[src/rtl/ex_operand_stage.sv]
// ex_operand_stage: one-entry pipeline register ahead of the ALU.
// Accepts decoded instructions over valid/ready and holds one at a time.
// Operands are forwarded from EX/MEM and MEM/WB, and B can take the immediate.
module ex_operand_stage #(
    parameter int XLEN   = 32,
    parameter int REG_AW = 5
) (
    input  logic              clk,
    input  logic              rst_n,
    input  logic              flush,
    input  logic              in_valid,
    output logic              in_ready,
    input  logic [XLEN-1:0]   in_rs1_data,
    input  logic [XLEN-1:0]   in_rs2_data,
    input  logic [XLEN-1:0]   in_imm,
    input  logic              in_use_imm,
    input  logic [REG_AW-1:0] in_rs1,
    input  logic [REG_AW-1:0] in_rs2,
    input  logic [REG_AW-1:0] in_rd,
    input  logic [3:0]        in_alu_ctrl,
    input  logic              in_reg_write,
    input  logic [REG_AW-1:0] exm_rd,
    input  logic              exm_reg_write,
    input  logic [XLEN-1:0]   exm_result,
    input  logic [REG_AW-1:0] mwb_rd,
    input  logic              mwb_reg_write,
    input  logic [XLEN-1:0]   mwb_result,
    output logic              out_valid,
    input  logic              out_ready,
    output logic [XLEN-1:0]   alu_a,
    output logic [XLEN-1:0]   alu_b,
    output logic [3:0]        alu_ctrl,
    output logic [REG_AW-1:0] out_rd,
    output logic              out_reg_write,
    output logic              illegal_op
);

    typedef enum logic [3:0] {
        ALU_ADD = 4'b0000,
        ALU_SUB = 4'b0001,
        ALU_AND = 4'b0010,
        ALU_OR  = 4'b0011,
        ALU_NOR = 4'b0100,
        ALU_SLT = 4'b1000
    } alu_op_e;

    logic              valid_q;
    logic [XLEN-1:0]   data1_q;
    logic [XLEN-1:0]   data2_q;
    logic [XLEN-1:0]   imm_q;
    logic              use_imm_q;
    logic [REG_AW-1:0] rs1_q;
    logic [REG_AW-1:0] rs2_q;
    logic [REG_AW-1:0] rd_q;
    logic [3:0]        alu_ctrl_q;
    logic              reg_write_q;

    logic              capture;
    logic [XLEN-1:0]   fwd_a;
    logic [XLEN-1:0]   fwd_b;
    logic              ctrl_defined;

    assign in_ready = !valid_q || out_ready;
    assign capture  = in_valid && in_ready && !flush;

    // Entry register: flush beats capture, capture beats drain, otherwise hold.
    always_ff @(posedge clk or negedge rst_n) begin
        if (!rst_n) begin
            valid_q     <= 1'b0;
            data1_q     <= '0;
            data2_q     <= '0;
            imm_q       <= '0;
            use_imm_q   <= 1'b0;
            rs1_q       <= '0;
            rs2_q       <= '0;
            rd_q        <= '0;
            alu_ctrl_q  <= '0;
            reg_write_q <= 1'b0;
        end else if (flush) begin
            valid_q <= 1'b0;
        end else if (capture) begin
            valid_q     <= 1'b1;
            data1_q     <= in_rs1_data;
            data2_q     <= in_rs2_data;
            imm_q       <= in_imm;
            use_imm_q   <= in_use_imm;
            rs1_q       <= in_rs1;
            rs2_q       <= in_rs2;
            rd_q        <= in_rd;
            alu_ctrl_q  <= in_alu_ctrl;
            reg_write_q <= in_reg_write;
        end else if (valid_q && out_ready) begin
            valid_q <= 1'b0;
        end
    end

    // Operand forwarding: EX/MEM over MEM/WB, register 0 never forwarded.
    always_comb begin
        fwd_a = data1_q;
        if (exm_reg_write && (exm_rd == rs1_q) && (rs1_q != '0)) begin
            fwd_a = exm_result;
        end else if (mwb_reg_write && (mwb_rd == rs1_q) && (rs1_q != '0)) begin
            fwd_a = mwb_result;
        end

        fwd_b = data2_q;
        if (exm_reg_write && (exm_rd == rs2_q) && (rs2_q != '0)) begin
            fwd_b = exm_result;
        end else if (mwb_reg_write && (mwb_rd == rs2_q) && (rs2_q != '0)) begin
            fwd_b = mwb_result;
        end
    end

    // Decode whether the held operation code is one the ALU implements.
    always_comb begin
        ctrl_defined = 1'b0;
        case (alu_ctrl_q)
            ALU_ADD, ALU_SUB, ALU_AND, ALU_OR, ALU_NOR, ALU_SLT: ctrl_defined = 1'b1;
            default: ctrl_defined = 1'b0;
        endcase
    end

    assign alu_a         = fwd_a;
    assign alu_b         = use_imm_q ? imm_q : fwd_b;
    assign alu_ctrl      = alu_ctrl_q;
    assign out_rd        = rd_q;
    assign out_valid     = valid_q;
    assign out_reg_write = valid_q && reg_write_q;
    assign illegal_op    = valid_q && !ctrl_defined;

endmodule

[config.mk]
export PLATFORM = sky130hd
export DESIGN_NAME = ex_operand_stage
export DESIGN_NICKNAME = d
export VERILOG_FILES = /design/src/rtl/ex_operand_stage.sv
export SDC_FILE = /design/constraint.sdc
export NUM_CORES = 1
export LEC_CHECK = 0
export ABC_AREA = 1
export ABC_CLOCK_PERIOD_IN_PS = 2300
export BUFFER_PORTS_ARGS = -buffer_cell sky130_fd_sc_hd__buf_2
export CORE_MARGIN = 3
export CORE_UTILIZATION = 45
export DETAILED_ROUTE_END_ITERATION = 12
export PLACE_DENSITY = 0.75
export SLEW_MARGIN = 20
export SYNTH_ARGS = -nofsm -noshare
export SYNTH_HDL_FRONTEND = slang
export SYNTH_SLANG_ARGS = --single-unit
[constraint.sdc]
create_clock -name clk -period 2.3 [get_ports clk]
set_input_delay 0.46 -clock clk [delete_from_list [all_inputs] [get_ports clk]]
set_output_delay 0.46 -clock clk [all_outputs]
set_load 0.05 [all_outputs]
==> impl_metrics.env, run 1 <==
export IMPL_outcome="complete, but fails checks"
export IMPL_failed_checks="negative setup slack"
export IMPL_drcViolationCount=0
export IMPL_critical_path_required_ps=1840
export IMPL_avgSynthCellArea_um2=8.29
export IMPL_std_cell_rows=45
export IMPL_numCtsBuffers=17
export IMPL_drv_slew=0
export IMPL_layout_drive_gt1_share_pct=57.6
export IMPL_fin_setup_tns_ps=-16260
export IMPL_cts_sinks=118
export IMPL_antenna_found_initial=8
export IMPL_grt_total_usage_pct=28.4
export IMPL_cp_max_fo=11
export IMPL_syn_cell_area_um2=7070
export IMPL_muxShareOfSynthArea_pct=17.0
export IMPL_synth_top_family_by_area="simple AND/OR/NAND/NOR gates"
export IMPL_ios=275
export IMPL_synth_top_area_share_pct=41.8
export IMPL_cts_root_buffer="clkbuf_16"
export IMPL_synth_seq_cells=118
export IMPL_cp_cell_sequence="inv_2 > buf_6 > nand4_1 > nand2_1 > nor2_4 > buf_12 > buf_12 > a21oi_1 > nand2_2 > nand2_2 > buf_8"
export IMPL_syn2layout_area_growth_pct=58.5
export IMPL_synthXorXnorAreaFrac_pct=0.124
export IMPL_die_w_um=131
export IMPL_dp_cells=1316
export IMPL_synth_area_leader_cell="dfrtp_1"
export IMPL_clk_path_buf_depth=2
export IMPL_synth_nets=1051
export IMPL_hold_violations=0
export IMPL_final_common_cell="buf_2"
export IMPL_synthDistinctLibCells=27
export IMPL_instances_no_fill=1377
export IMPL_crit_path_top_delay_cell="dfrtp_1"
export IMPL_wl_per_cell_um=19.8
export IMPL_start_kind="flop"
export IMPL_synthAdderAreaFrac_pct=0
export IMPL_power_mw=9.45
export IMPL_synth_seq_area_share_pct=41.8
export IMPL_cts_tree="built"
export IMPL_die_y_um=131
export IMPL_final_antenna_net_count=0
export IMPL_design_area_um2=11200
export IMPL_port_buffers=274
export IMPL_grt_pass1_vias=7187
export IMPL_synth_area_leaders="dfrtp_1 42%, mux2_2 15%, nand2_1 13%"
export IMPL_p_leak_nw=5.87
export IMPL_end_kind="output port"
export IMPL_clk_pin_slew_ps=60
export IMPL_tightest_slew_ps=472
export IMPL_fmaxAchievable_mhz=381
export IMPL_synth_simple_area_share_pct=25.3
export IMPL_viasPerCell=5.34
export IMPL_crit_arrival_ps=2160
export IMPL_mostFrequentLayoutCells="209 x buf_2, 154 x nand2_1, 115 x dfrtp_1"
export IMPL_p_per_area_nw_per_um2=844
export IMPL_hold_class="in2reg"
export IMPL_max_stage_delay_ps=410
export IMPL_maxCapViolations=0
export IMPL_grt_pass1_wl_mm=38.8
export IMPL_critPathKind="reg2out"
export IMPL_netlist_instances=853
export IMPL_fin_crit_sh_pct=114
export IMPL_clock_skew_ps=7.42
export IMPL_rsz0062_at_grt="yes"
export IMPL_yosys_warnings=0
export IMPL_grt_max_degree=56
export IMPL_setup_violations_final=64
export IMPL_place_gp_congestion=0.967
export IMPL_pre_cts_slack_ps=-143
export IMPL_ir_worst_vdd_mv=0.724
export IMPL_fin_crit_ps=2620
export IMPL_gr_total_overflow=0
export IMPL_drt_first_pass_iters=6
export IMPL_h_tree_depth=4
export IMPL_dpl_cell_area_um2=8880
export IMPL_fp_coreArea_um2=15300
export IMPL_num_nets_final=1344
export IMPL_initial_core_util_pct=46.2
export IMPL_slew_headroom_pct=68.5
export IMPL_vias=7357
export IMPL_synth_compound_area_share_pct=7.15
export IMPL_dp_hpwl_mm=18.2
export IMPL_clk_latency_ps=420
export IMPL_drt_total_wl_mm=27.3
export IMPL_layout_setup_ws_ps=-322
export IMPL_drt_iter0_markers=631
export IMPL_design_die_area_um2=17300
-- through the flow --
step	hold WS, ps	util [%]
4_1_cts	192	66.5
3_5_place_dp	365	58.0
5_1_grt	208	73.2
6_report	198	73.2
3_3_place_gp	361	58.0
2_1_floorplan	164	-
-- synth_stat cells --
master and instances:
buf_8 3, nor3b_2 1, inv_2 11, inv_1 79, xor2_1 1, mux2_2 97
o21ai_1 4, buf_2 35, buf_1 2, a21oi_1 45, dfrtp_1 118, nor2_2 2
nand4_1 2, nor3_1 1, nand2_2 33, nand2_1 240, nand4_2 1, o21bai_1 32
buf_4 2, nand3_1 97, nor2_4 2, nor2_8 1, nor2_1 21, nand3b_4 1
o21ai_0 4, mux2_1 10, clkbuf_1 8
-- registers in the layout (all words and copies together) (netlist names) --
| signal | cells |
|---|---|
| data2_q | 32 |
| rs2_q | 5 |
| use_imm_q | 1 |
| rs1_q | 5 |
| data1_q | 32 |
| alu_ctrl | 4 |
| out_valid | 1 |
| out_rd | 5 |
| imm_q | 32 |
| reg_write_q | 1 |
-- cell type report --
type,count,area [um^2]
repair buffers,324,2730
well taps,211,264
clock buffers,18,439
inverters,90,350
diodes,7,17.5
multi-input cells,595,4290
flip-flops and latches,118,2960
fillers,1138,4110
clock inverters,14,150
-- logic make-up after synthesis --
| family | count (synthesis) |
|---|---|
| XOR/XNOR | 1 |
| multiplexers | 107 |
| flip-flops | 118 |
| buffers and inverters | 140 |
| AND/OR/NAND/NOR | 402 |
| AO/OA/AOI/OAI | 85 |
-- report_power, final --
group / leakage (nW) / internal (mW) / switching (mW)
logic: 4.21 / 1.66 / 2.46
clock network: 0.284 / 1.63 / 1.03
registers: 1.38 / 2.43 / 0.241
-- path summary, 6_finish.rpt --
path,cells after the start,endpoint,start,slack (ps)
min in group asynchronous,2,out_rd[2],rst_n,460
max in group asynchronous,3,rs2_q[4],rst_n,1210
setup / recovery,11,alu_b[28],rs2_q[3],-320
hold / removal,2,out_valid,flush,200
setup reg to reg,4,data2_q[21],out_valid,660
hold reg to reg,1,data2_q[11],data2_q[11],490
-- what timing repair did --
| action | 4_1_cts | 5_1_grt |
|---|---|---|
| pin swaps | 16 | 65 |
| setup endpoints to repair | 64 | 64 |
| endpoints found under the hold margin | 16 | 0 |
| gates cloned | 3 | 8 |
| hold buffers | 1 | 0 |
| resized for setup | 185 | 197 |
| setup buffers | 4 | 7 |
-- layer usage --
| layer | up-vias | global-route usage (%) | share of wire (%) |
|---|---|---|---|
| met3 | 87 | 7.89 | 7.7 |
| met1 | 3512 | 36.8 | 40 |
| met4 | 2 | 12.0 | 4.1 |
| met2 | 398 | 44.9 | 48 |
| li1 | 3358 | - | - |
| met5 | - | 0 | 0.048 |
-- critical path, delay by kind of cell, from the launching register on --
family | cells | cell delay [ps]
simple gates | 5 | 470
flops | 1 | 410
compound gates | 1 | 200
buf+inv | 5 | 660
(Power assumes the default switching activity.)
==> inputs of run 2 (changes only) <==
--- a/config.mk
+++ b/config.mk
@@ -8,11 +8,12 @@
 export ABC_AREA = 1
 export ABC_CLOCK_PERIOD_IN_PS = 2300
 export BUFFER_PORTS_ARGS = -buffer_cell sky130_fd_sc_hd__buf_2
+export CAP_MARGIN = 20
+export CORE_ASPECT_RATIO = 1.25
 export CORE_MARGIN = 3
 export CORE_UTILIZATION = 45
 export DETAILED_ROUTE_END_ITERATION = 12
 export PLACE_DENSITY = 0.75
-export SLEW_MARGIN = 20
 export SYNTH_ARGS = -nofsm -noshare
 export SYNTH_HDL_FRONTEND = slang
 export SYNTH_SLANG_ARGS = --single-unit
==> impl_metrics.env, run 2 (synthesis gave the netlist of run 1 again) <==
export IMPL_drv_slew=0
export IMPL_clock_skew_ps=11.9
export IMPL_dp_hpwl_mm=18.3
export IMPL_antenna_found_initial=8
export IMPL_drt_first_pass_iters=6
export IMPL_syn2layout_area_growth_pct=72.2
export IMPL_instances_no_fill=1422
export IMPL_p_leak_nw=6.44
export IMPL_cts_root_buffer="clkbuf_16"
export IMPL_viasPerCell=5.51
export IMPL_place_gp_congestion=0.950
export IMPL_crit_arrival_ps=2260
export IMPL_clk_latency_ps=420
export IMPL_ios=275
export IMPL_cp_cell_sequence="inv_2 > nand2_1 > nand2_1 > nor2_2 > nand2_2 > nor2_4 > clkinv_4 > clkbuf_16 > nand3_2 > nand2_2 > nand2_2 > buf_8"
export IMPL_critPathTopFamily="simple AND/OR/NAND/NOR gates"
export IMPL_clk_path_buf_depth=2
export IMPL_hold_worst_slack_ps=202
export IMPL_grt_pass1_vias=7937
export IMPL_drt_total_wl_mm=30.2
export IMPL_critPathKind="reg2out"
export IMPL_die_w_um=118
export IMPL_outcome="complete, but fails checks"
export IMPL_maxCapViolations=0
export IMPL_dp_cells=1321
export IMPL_design_area_um2=12200
export IMPL_hold_violations=0
export IMPL_reg_top3="data1_q: 32 flops, data2_q: 32 flops, imm_q: 32 flops"
export IMPL_setup_violations_final=65
export IMPL_wl_per_cell_um=21.2
export IMPL_multiInputGateArea_um2=4630
export IMPL_layout_drive_gt1_share_pct=63.0
export IMPL_drcViolationCount=0
export IMPL_crit_top_cell="nand2_2"
export IMPL_hold_class="in2reg"
export IMPL_fin_crit_sh_pct=118
export IMPL_n_fill_cell=891
export IMPL_grt_max_degree=51
export IMPL_fin_crit_ps=2720
export IMPL_grt_pass1_wl_mm=42.5
export IMPL_initial_core_util_pct=46.5
export IMPL_numCtsBuffers=17
export IMPL_cp_max_fo=6
export IMPL_port_buffers=274
export IMPL_mostFrequentLayoutCells="209 x buf_2, 122 x nand2_1, 116 x dfrtp_1"
export IMPL_h_tree_depth=4
export IMPL_dpl_cell_area_um2=8950
export IMPL_die_y_um=146
export IMPL_num_nets_final=1391
export IMPL_fmaxAchievable_mhz=367
export IMPL_slew_headroom_pct=65.2
export IMPL_cts_tree="built"
export IMPL_final_antenna_net_count=0
export IMPL_failed_checks="negative setup slack"
export IMPL_design_die_area_um2=17300
export IMPL_start_kind="flop"
export IMPL_grt_total_usage_pct=31.1
export IMPL_crit_path_top_delay_cell="dfrtp_1"
export IMPL_gr_total_overflow=0
export IMPL_end_kind="output port"
export IMPL_ir_worst_vdd_mv=0.693
export IMPL_max_stage_delay_ps=390
export IMPL_final_common_cell="buf_2"
export IMPL_std_cell_rows=50
export IMPL_tightest_slew_ps=522
export IMPL_fp_coreArea_um2=15200
export IMPL_path_buf_inv=4
export IMPL_rsz0062_at_grt="yes"
export IMPL_p_per_area_nw_per_um2=831
export IMPL_clk_pin_slew_ps=60
export IMPL_critical_path_required_ps=1840
export IMPL_drt_iter0_markers=603
export IMPL_vias=7842
export IMPL_regArea_um2=2960
export IMPL_layout_setup_ws_ps=-423
export IMPL_cts_sinks=118
## run 2: worst paths after layout
path	start	end	slack, ps	cells past startpoint
worst max register to register	rs1_q[3]	rs1_q[3]	-170	17
worst max-delay path	rs2_q[3]	alu_b[30]	-420	12
worst min-delay path	flush	out_valid	200	2
min in group asynchronous	rst_n	data1_q[15]	560	2
worst min register to register	data2_q[10]	data2_q[10]	490	1
max in group asynchronous	rst_n	rs1_q[2]	1110	3
## run 2: routing by layer
metal	wire length, um	up-vias	global-route usage [%]
li1	-	3446	-
met1	11000	3773	37.4
met2	15100	488	51.9
met3	2310	135	6.43
met4	1760	0	17.7
met5	0	-	0
## run 2: per-stage QoR
step                      setup TNS (ps)  setup slack, ps  utilization [%]  power (mW)
after global routing              -25950             -502             80.1        10.5
after CTS                         -15280             -302             73.6        9.56
final                             -21050             -423             80.1        10.1
after global placement              -187            -48.8             58.9        5.80
after detailed placement            -220            -39.1             58.9        5.84
after floorplan                        0              139                -        4.83
## run 2: power by group
group | internal, mW | switching, mW
registers | 2.43 | 0.241
clock network | 1.82 | 1.05
logic | 1.93 | 2.64
total | 6.18 | 3.93
## run 2: repair_timing
| action | 4_1_cts | 5_1_grt |
|---|---|---|
| endpoints found under the hold margin | 6 | 0 |
| gates cloned | 7 | 8 |
| setup endpoints to repair | 64 | 66 |
| resized for setup | 292 | 212 |
| setup buffers | 45 | 17 |
| hold buffers | 1 | 0 |
| pin swaps | 48 | 89 |
## run 2: layout make-up
| cell class | instances | area share [%] |
|---|---|---|
| repair buffers | 371 | 27.2 |
| well taps | 208 | 2.14 |
| multi-input cells | 595 | 38.1 |
| flip-flops and latches | 118 | 24.3 |
| clock buffers | 17 | 3.49 |
| clock inverters | 14 | 1.65 |
| inverters | 90 | 2.96 |
| diodes | 9 | 0.185 |
==> inputs of run 3 (changes only) <==
--- a/config.mk
+++ b/config.mk
@@ -6,7 +6,7 @@
 export NUM_CORES = 1
 export LEC_CHECK = 0
 export ABC_AREA = 1
-export ABC_CLOCK_PERIOD_IN_PS = 2300
+export ABC_CLOCK_PERIOD_IN_PS = 2900
 export BUFFER_PORTS_ARGS = -buffer_cell sky130_fd_sc_hd__buf_2
 export CAP_MARGIN = 20
 export CORE_ASPECT_RATIO = 1.25
==> constraint.sdc (replaced) <==
create_clock -name clk -period 2.9 [get_ports clk]
set_input_delay 0.58 -clock clk [delete_from_list [all_inputs] [get_ports clk]]
set_output_delay 0.58 -clock clk [all_outputs]
set_load 0.05 [all_outputs]
==> impl_metrics.env, run 3 (synthesis gave the netlist of run 1 again) <==
export IMPL_crit_path_top_delay_cell="dfrtp_1"
export IMPL_grt_total_usage_pct=27.1
export IMPL_drt_first_pass_iters=5
export IMPL_reg_top3="data1_q: 32 flops, data2_q: 32 flops, imm_q: 32 flops"
export IMPL_numCtsBuffers=17
export IMPL_rrSetupSlack_ps=1150
export IMPL_std_cell_rows=50
export IMPL_die_y_um=146
export IMPL_critical_path_required_ps=2320
export IMPL_drcViolationCount=0
export IMPL_design_die_area_um2=17300
export IMPL_r2r_start="out_valid"
export IMPL_critPathKind="reg2out"
export IMPL_place_gp_congestion=0.967
export IMPL_gr_total_overflow=0
export IMPL_drt_iter0_markers=491
export IMPL_ios=275
export IMPL_final_antenna_net_count=0
export IMPL_fmaxAchievable_mhz=357
export IMPL_antenna_found_initial=7
export IMPL_fin_crit_ps=2800
export IMPL_fin_crit_sh_pct=96.6
export IMPL_initial_core_util_pct=46.5
export IMPL_crit_top_cell="nand2_1"
export IMPL_power_mw=6.86
export IMPL_hold_violations=0
export IMPL_h_tree_depth=4
export IMPL_max_stage_delay_ps=410
export IMPL_slew_headroom_pct=51.5
export IMPL_end_kind="output port"
export IMPL_p_per_area_nw_per_um2=718
export IMPL_fin_setup_tns_ps=0
export IMPL_fp_coreArea_um2=15200
export IMPL_reg2reg_to="data2_q[13]"
export IMPL_cp_cell_sequence="inv_2 > nand2_1 > nand2_1 > nand2_1 > nor2_4 > buf_6 > nand3_1 > nand3_1 > nand2_1 > nand2_1 > buf_2"
export IMPL_instances_no_fill=1351
export IMPL_ir_worst_vdd_mv=0.553
export IMPL_mostFrequentLayoutCells="246 x buf_2, 236 x nand2_1, 117 x dfrtp_1"
export IMPL_hold_worst_slack_ps=132
export IMPL_outcome="finished clean"
export IMPL_grt_pass1_vias=6786
export IMPL_clock_skew_ps=13.0
export IMPL_path_buf_inv=3
export IMPL_drt_total_wl_mm=24.0
export IMPL_vias=6849
export IMPL_clk_latency_ps=420
export IMPL_syn2layout_area_growth_pct=35.2
export IMPL_num_nets_final=1320
export IMPL_cts_tree="built"
export IMPL_clk_pin_slew_ps=60
export IMPL_cp_max_fo=22
export IMPL_grt_max_degree=59
export IMPL_clk_path_buf_depth=2
export IMPL_maxCapViolations=0
export IMPL_drv_slew=0
export IMPL_reg2regPathDepth=4
export IMPL_grt_pass1_wl_mm=36.8
export IMPL_cts_root_buffer="clkbuf_16"
export IMPL_start_kind="flop"
export IMPL_tightest_slew_ps=727
export IMPL_dp_cells=1304
export IMPL_viasPerCell=5.07
export IMPL_hold_class="in2async"
export IMPL_dp_hpwl_mm=17.8
export IMPL_cts_hold_buffers_added=0
export IMPL_critPathTopFamily="simple AND/OR/NAND/NOR gates"
export IMPL_crit_arrival_ps=2220
export IMPL_setup_violations_final=0
export IMPL_p_leak_nw=5.09
export IMPL_layout_drive_gt1_share_pct=43.0
export IMPL_wl_per_cell_um=17.7
export IMPL_die_w_um=118
export IMPL_cts_sinks=118
export IMPL_final_common_cell="buf_2"
export IMPL_port_buffers=274
[run 3: cell count changes in the layout (fill, tap and decap cells not counted), sizes merged]
cell / delta
dlygate4sd3: -1
diode: -1
clkinvlp: -1
bufinv: -1
clkinv: -2
clkbuf: +5
buf: -75
inv: +5
[run 3: worst max path at each step]
stage	slack, ps	depth (start not counted)	start	end
2_1_floorplan	620	9	mwb_rd[3]	alu_b[23]
3_3_place_gp	200	13	mwb_rd[3]	alu_b[28]
3_5_place_dp	210	13	mwb_rd[3]	alu_b[28]
4_1_cts	10	12	rs2_q[0]	alu_b[11]
5_1_grt	-10	12	rs2_q[0]	alu_b[14]
6_report	100	11	rs2_q[2]	alu_b[24]
[run 3: what timing repair did]
action / CTS / global route
pin swaps: 0 / 1
resized for setup: 6 / 43
setup endpoints to repair: 9 / 53
cloned: 0 / 1
setup buffers: 0 / 6
[run 3: worst register-to-register path, cell delays in order (launching register included)]
cell	delay (ps)
dfrtp_1	380
nand2_1	180
nand2_8	360
buf_12	310
mux2_1	390
[run 3: layer usage]
| metal | part of all wire (%) | GRT usage [%] |
|---|---|---|
| met5 | 0 | 0 |
| met1 | 42 | 35.8 |
| met2 | 48 | 43.2 |
| met4 | 3.5 | 12.2 |
| met3 | 7.3 | 5.19 |
[run 3: area by class of cell]
cell class	instances	area, um^2
clock inverters	15	190
fillers	1365	5640
clock buffers	17	425
repair buffers	300	1830
multi-input cells	595	3540
inverters	90	340
flip-flops and latches	118	2950
well taps	208	260
diodes	8	20.0
[run 3: stage by stage]
step	util, %	setup WS (ps)	area (um^2)
global route	62.9	-10.8	9560
global placement	57.4	198	8730
detailed placement	57.4	211	8730
CTS	61.6	9.94	9360
floorplan	-	621	7070
finish	62.9	99.2	9560
[run 3: power by group]
| group | leakage (nW) | internal [mW] | total, mW | switching (mW) |
|---|---|---|---|---|
| clock network | 0.300 | 1.37 | 2.21 | 0.843 |
| logic | 3.41 | 0.855 | 2.54 | 1.68 |
| registers | 1.38 | 1.92 | 2.11 | 0.183 |
| total | 5.09 | 4.15 | 6.86 | 2.71 |
